===== src/rtl/morse_pkg.sv =====
// morse_pkg: shared types and constants for the Morse receive path
// Holds the FSM state encoding, the symbol record handed downstream,
// the AR prosign pattern and the gap/dash multipliers in Morse units.
package morse_pkg;
    localparam int MORSE_MAX_ELEMS = 6;
    localparam int MORSE_LEN_W     = $clog2(MORSE_MAX_ELEMS + 1);
    localparam logic [4:0] MORSE_AR_BITS = 5'b01010;
    localparam int MORSE_AR_LEN    = 5;
    localparam int CHAR_GAP_UNITS  = 2;
    localparam int WORD_GAP_UNITS  = 5;
    localparam int DASH_UNITS      = 2;
    typedef enum logic [1:0] {ST_IDLE, ST_MARK, ST_SPACE} state_t;
    typedef struct packed {
        logic [MORSE_MAX_ELEMS-1:0] bits;
        logic [MORSE_LEN_W-1:0]     len;
        logic                       word;
        logic                       err;
        logic                       msg_end;
    } morse_sym_t;
endpackage


===== src/rtl/morse_rx_deglitch.sv =====
// morse_rx_deglitch: conditions the raw keyed line into the sampled level s
// Ports: i_clk, i_rst (async, active-high), i_data_morse (raw line), o_s (conditioned level).
// With MORSE_RX_DEGLITCH_EN defined: 2-FF synchronizer followed by a 3-sample
// majority vote (3 cycles latency). Otherwise a single register (1 cycle latency).
module morse_rx_deglitch (
    input  logic i_clk,
    input  logic i_rst,
    input  logic i_data_morse,
    output logic o_s
);
`ifdef MORSE_RX_DEGLITCH_EN
    logic [1:0] sync;
    logic [1:0] hist;
    always_ff @(posedge i_clk or posedge i_rst) begin
        if (i_rst) begin
            sync <= '0;
            hist <= '0;
        end else begin
            sync <= {sync[0], i_data_morse};
            hist <= {hist[0], sync[1]};
        end
    end
    // vote over the newest synchronized sample and the two before it
    assign o_s = (sync[1] & hist[0]) | (sync[1] & hist[1]) | (hist[0] & hist[1]);
`else
    logic s_q;
    always_ff @(posedge i_clk or posedge i_rst) begin
        if (i_rst) s_q <= 1'b0;
        else       s_q <= i_data_morse;
    end
    assign o_s = s_q;
`endif
endmodule


===== src/rtl/morse_rx_ctrl.sv =====
// morse_rx_ctrl: Morse receive sequencer - classifies marks, assembles symbols, flags gaps and AR
// Ports: i_clk, i_rst (async, active-high), i_data_morse (keyed line),
//        o_sym_valid/i_sym_ready (symbol handshake), o_sym_bits, o_sym_len, o_sym_word,
//        o_sym_err, o_msg_end (symbol fields), o_overrun (sticky drop flag).
// Build option: MORSE_RX_DEGLITCH_EN enables the synchronizer/majority input filter.
module morse_rx_ctrl
    import morse_pkg::*;
#(
    parameter int UNIT_CYCLES = 8,
    parameter int MAX_ELEMS   = 6,
    parameter int CNT_W       = $clog2(8 * UNIT_CYCLES),
    localparam int LEN_W      = $clog2(MAX_ELEMS + 1)
) (
    input  logic                 i_clk,
    input  logic                 i_rst,
    input  logic                 i_data_morse,
    output logic                 o_sym_valid,
    input  logic                 i_sym_ready,
    output logic [MAX_ELEMS-1:0] o_sym_bits,
    output logic [LEN_W-1:0]     o_sym_len,
    output logic                 o_sym_word,
    output logic                 o_sym_err,
    output logic                 o_msg_end,
    output logic                 o_overrun
);
    localparam logic [CNT_W-1:0] GLITCH_T = CNT_W'(UNIT_CYCLES / 2);
    localparam logic [CNT_W-1:0] DASH_T   = CNT_W'(DASH_UNITS * UNIT_CYCLES);
    localparam logic [CNT_W-1:0] CHAR_T   = CNT_W'(CHAR_GAP_UNITS * UNIT_CYCLES);
    localparam logic [CNT_W-1:0] WORD_T   = CNT_W'(WORD_GAP_UNITS * UNIT_CYCLES);

    logic s, lvl, eerr, pend, valid_q, overrun_q;
    logic append, emit_char, emit_word, emit;
    logic [CNT_W-1:0] cnt;
    logic [MAX_ELEMS-1:0] ebits;
    logic [LEN_W-1:0] elen;
    state_t state, state_n;
    morse_sym_t sym_n, sym_q;

    morse_rx_deglitch u_deglitch (
        .i_clk        (i_clk),
        .i_rst        (i_rst),
        .i_data_morse (i_data_morse),
        .o_s          (s)
    );

    // cnt holds the length of the run of lvl that ended last cycle; when s
    // differs from lvl, cnt is the length of the run just finished
    always_ff @(posedge i_clk or posedge i_rst) begin
        if (i_rst) begin
            lvl <= 1'b0;
            cnt <= '0;
        end else begin
            lvl <= s;
            cnt <= (s != lvl) ? CNT_W'(1) : (&cnt ? cnt : cnt + 1'b1);
        end
    end

    always_comb begin
        append    = (state == ST_MARK) && !s && (cnt >= GLITCH_T);
        emit_char = (state == ST_SPACE) && (cnt == CHAR_T) && (elen != '0);
        emit_word = (state == ST_SPACE) && (cnt == WORD_T);
        emit      = emit_char | emit_word;
        // a glitch-only mark with nothing outstanding returns to IDLE so no word gap follows
        state_n   = state == ST_IDLE ? (s ? ST_MARK : ST_IDLE) :
                    state == ST_MARK ? (s ? ST_MARK : (append || pend) ? ST_SPACE : ST_IDLE) :
                    s ? ST_MARK : emit_word ? ST_IDLE : ST_SPACE;
        sym_n         = '0;
        sym_n.bits    = emit_word ? '0 : MORSE_MAX_ELEMS'(ebits);
        sym_n.len     = emit_word ? '0 : MORSE_LEN_W'(elen);
        sym_n.word    = emit_word;
        sym_n.err     = !emit_word && eerr;
        sym_n.msg_end = !emit_word && !eerr && (elen == LEN_W'(MORSE_AR_LEN))
                        && (ebits == MAX_ELEMS'(MORSE_AR_BITS));
    end

    always_ff @(posedge i_clk or posedge i_rst) begin
        if (i_rst) begin
            state <= ST_IDLE;
            ebits <= '0;
            elen  <= '0;
            eerr  <= 1'b0;
            pend  <= 1'b0;
        end else begin
            state <= state_n;
            if (emit_char) begin
                ebits <= '0;
                elen  <= '0;
                eerr  <= 1'b0;
            end else if (append && elen != LEN_W'(MAX_ELEMS)) begin
                ebits <= ebits | (MAX_ELEMS'(cnt >= DASH_T) << elen);
                elen  <= elen + 1'b1;
            end else if (append) begin
                eerr  <= 1'b1;
            end
            if (append)         pend <= 1'b1;
            else if (emit_word) pend <= 1'b0;
        end
    end

    always_ff @(posedge i_clk or posedge i_rst) begin
        if (i_rst) begin
            valid_q   <= 1'b0;
            sym_q     <= '0;
            overrun_q <= 1'b0;
        end else if (emit && valid_q && !i_sym_ready) begin
            overrun_q <= 1'b1;
        end else if (emit) begin
            sym_q     <= sym_n;
            valid_q   <= 1'b1;
        end else if (valid_q && i_sym_ready) begin
            valid_q   <= 1'b0;
        end
    end

    assign o_sym_valid = valid_q;
    assign o_sym_bits  = MAX_ELEMS'(sym_q.bits);
    assign o_sym_len   = LEN_W'(sym_q.len);
    assign o_sym_word  = sym_q.word;
    assign o_sym_err   = sym_q.err;
    assign o_msg_end   = sym_q.msg_end;
    assign o_overrun   = overrun_q;
endmodule


===== config.mk =====
export PLATFORM = sky130hd
export DESIGN_NAME = morse_rx_ctrl
export DESIGN_NICKNAME = d
export VERILOG_FILES = /design/src/rtl/morse_pkg.sv /design/src/rtl/morse_rx_deglitch.sv /design/src/rtl/morse_rx_ctrl.sv
export SDC_FILE = /design/constraint.sdc
export NUM_CORES = 1
export LEC_CHECK = 0
export CAP_MARGIN = 20
export CORE_UTILIZATION = 62
export CTS_BUF_LIST = sky130_fd_sc_hd__clkbuf_4 sky130_fd_sc_hd__clkbuf_8
export DETAILED_ROUTE_END_ITERATION = 12
export GPL_TIMING_DRIVEN = 1
export PLACE_DENSITY = 0.87
export SYNTH_ARGS = -nofsm -noshare
export SYNTH_HDL_FRONTEND = slang
export SYNTH_SLANG_ARGS = --single-unit

===== constraint.sdc =====
create_clock -name i_clk -period 4 [get_ports i_clk]
set_input_delay 0.4 -clock i_clk [delete_from_list [all_inputs] [get_ports i_clk]]
set_output_delay 0.4 -clock i_clk [all_outputs]
set_load 0.005 [all_outputs]

==> summary.md <==
| Metric | Value |
|---|---|
| Placed Area | 0.00181 mm^2 |
| CTS tree | done |
| CP Launch Type | register |
| DR pass1 iterations | 4 |
| Storage element area | 851 um^2 |
| Setup TNS | 0 ps |
| Die footprint | 0.00284 mm^2 |
| Area leader, netlist | dfrtp_1 |
| Via-per-instance ratio | 5.59 |
| Leak Pwr | 0.971 nW |
| Filler cells | 180 |
| Setup Skew | 9.55 ps |
| Die width | 53.3 um |
| PwrDens | 397 mW/mm^2 |
| End-of-flow core utilization | 0.757 |
| CP Class | register to register |
| Status | complete, no violations |
| R2R Path End | o_sym_word$_DFFE_PP0P_ |
| Worst-path fanout max | 12 |
| Post-route setup slack | 1620 ps |
| Met3 usage | 0.103 |
| Hold WC Path Type | input pin to asynchronous set/reset pin |
| Area of the multi-input gates | 678 um^2 |
| Nets@finish | 184 |
| Reg2reg start | elen[0]$_DFFE_PP0P_ |
| Tot Pwr | 745 uW |
| CORE AREA | 0.00248 mm^2 |
| Top post-synthesis cells by area | dfrtp_1 (52%), mux2i_1 (8.6%), nand2_1 (5.5%) |
| Synth top area share | 0.521 |
| Number of synthesized flops with an enable pin | 0 |
| Post-route ant nets | 0 |
| Vias | 1146 |
| Vias in the first global route | 1077 |
| Initial Util | 0.659 |
| Syn_nets | 165 |
| Async set-reset flop share out of synthesis | 1.00 |
| Critical Path End | o_sym_word$_DFFE_PP0P_ |
| CTS Buf Count | 5 |
| Final HPWL from detailed placement | 2200 um |
| Post-Syn Instances | 155 |
| Final hold violations | 0 |
| RSZ-0062 raised after global routing | no |
| H-tree levels | 2 |
| DIE HEIGHT | 53.3 um |
| Yosys cell types | 37 |
| Worst Path Required | 4240 ps |
| Largest net degree at the start of global routing | 19 |
| Syn avg cell area | 10.5 um^2 |
| Wire length per cell | 14.3 um |
| Commonest non-fill, non-tap cells in the layout | dfrtp_1 (34), nand2_1 (24), inv_1 (18), clkdlybuf4s50_1 (17), mux2i_1 (14) |
| Root Driver | clkbuf_4 |
| Routed WL | 2930 um |
| Synthesized flop and latch total | 34 |
| DP Worst Slack | 1670 ps |
| Placed Cells incl. Taps | 197 |
| Post-CTS Setup Inserts | 0 |
| Crit path from | elen[0]$_DFFE_PP0P_ |
| R2R Setup Slk | 1620 ps |
| Max-Cap Viols | 0 |
| Worst slew pin tran | 759 ps |
| Met2 usage | 0.365 |
| Minimum clock period | 2380 ps |
| FMAX | 0.421 GHz |
| Cell Area, Synth | 0.00163 mm^2 |
| # clock sinks | 34 |
| Worst rel slew slack | 0.493 |
| Max-slew violation count | 0 |
| CTS clk-pin slew, worst paths | 100 ps |
| # setup viols final | 0 |
| Port buffer count | 17 |
| Setup crit end kind | register |
| N_diodes | 0 |
| Most common cell after layout, fill and taps aside | dfrtp_1 |
| Sequential fraction of the synthesis area | 0.521 |
| CTS resizes | 0 |
| Maximum root-to-sink buffer count | 2 |
| Core Rows | 18 |
| YS warnings | 0 |
| Initial antenna violation count | 0 |
| Clock latency on the worst-skew pair | 340 ps |
| Share of cells above drive strength 1 | 0.0800 |
| Max VDD drop | 293 uV |
| GR Util All Layers | 0.254 |
| Crit share post-route | 0.594 |
| Global route total overflow | 0 |
| I/O Pins | 18 |
| Placer congestion estimate | 0.858 |
| GRT Max-Usage Layer | met2 |
| Final Instance Area | 0.00188 mm^2 |
| # hold bufs at CTS | 0 |
| Final hold slack | 421 ps |
| Predominant post-synthesis flop cell | dfrtp_1 |
| Area Growth Syn to Fin | 14.9% |
| Global-route wire length before repair | 4790 um |
| Final std cells w/o fill | 205 |
| Routing usage on met1 | 0.313 |
| Cell depth of the worst flop-to-flop path | 6 |
| Critical Path AT | 2610 ps |
| DR iter-0 viols | 27 |
| DRC viols | 0 |
power by group:
| part | switching (mW) | total [mW] | internal (mW) |
|---|---|---|---|
| Combinational | 0.0669 | 0.122 | 0.0548 |
| Clock | 0.110 | 0.202 | 0.0918 |
| Sequential | 0.0488 | 0.421 | 0.372 |
| Total | 0.226 | 0.745 | 0.519 |
worst min-delay path by stage:
stage / startpoint / end / slack (ps) / depth (start not counted)
2_1_floorplan: u_deglitch.o_s$_DFF_PP0_ / state[0]$_DFF_PP0_ / 410 / 0
3_3_place_gp: u_deglitch.o_s$_DFF_PP0_ / state[0]$_DFF_PP0_ / 420 / 0
3_5_place_dp: u_deglitch.o_s$_DFF_PP0_ / state[0]$_DFF_PP0_ / 430 / 0
4_1_cts: i_rst / cnt[4]$_DFFE_PP0P_ / 440 / 2
5_1_grt: u_deglitch.o_s$_DFF_PP0_ / state[0]$_DFF_PP0_ / 470 / 0
6_report: i_rst / cnt[2]$_DFFE_PP0P_ / 420 / 2
state kept, by name (all words and copies together), names as in the netlist, 2 cells and up:
name,count
o_sym_len,3
cnt,6
state,2
ebits,6
o_sym_bits,6
elen,3
worst max-delay path, stage by stage (launching register included):
cell and delay [ps]:
dfrtp_1 500, inv_1 150, ha_1 210, nor2b_1 140, o32ai_1 310, nand3b_1 600, a22o_1 380
kinds of logic after synthesis:
logic type	synth area share
simple gates	0.187
flops	0.521
buf+inv	0.0636
compound gates	0.0805
mux	0.0858
fa+ha+maj	0.0460
xor+xnor	0.0161
metal layers:
metal	share of wire	vias up
li1	-	559
met1	0.44	542
met2	0.48	35
met3	0.047	10
met4	0.034	0
met5	0	-
cells in the mapped netlist, types with 2 or more instances:
master	n
dfrtp_1	34
nand2_1	24
inv_1	18
mux2i_1	14
ha_1	6
o21ai_0	6
nand2b_1	4
nand3_1	4
nor2_1	4
a21oi_1	3
nand3b_1	3
a32o_1	2
buf_2	2
clkbuf_1	2
nor3_1	2
nor4_1	2
nor4b_1	2
o21bai_1	2
or2_2	2
xor2_1	2
final cells by class:
class / count / share of cell area
Clock inverter: 1 / 0.00267
Multi-Input combinational cell: 97 / 0.362
Inverter: 18 / 0.0360
Sequential cell: 34 / 0.454
Tap cell: 30 / 0.0200
Timing Repair Buffer: 18 / 0.0947
Clock buffer: 7 / 0.0314
No activity file was read; power rests on OpenSTA's default activity.
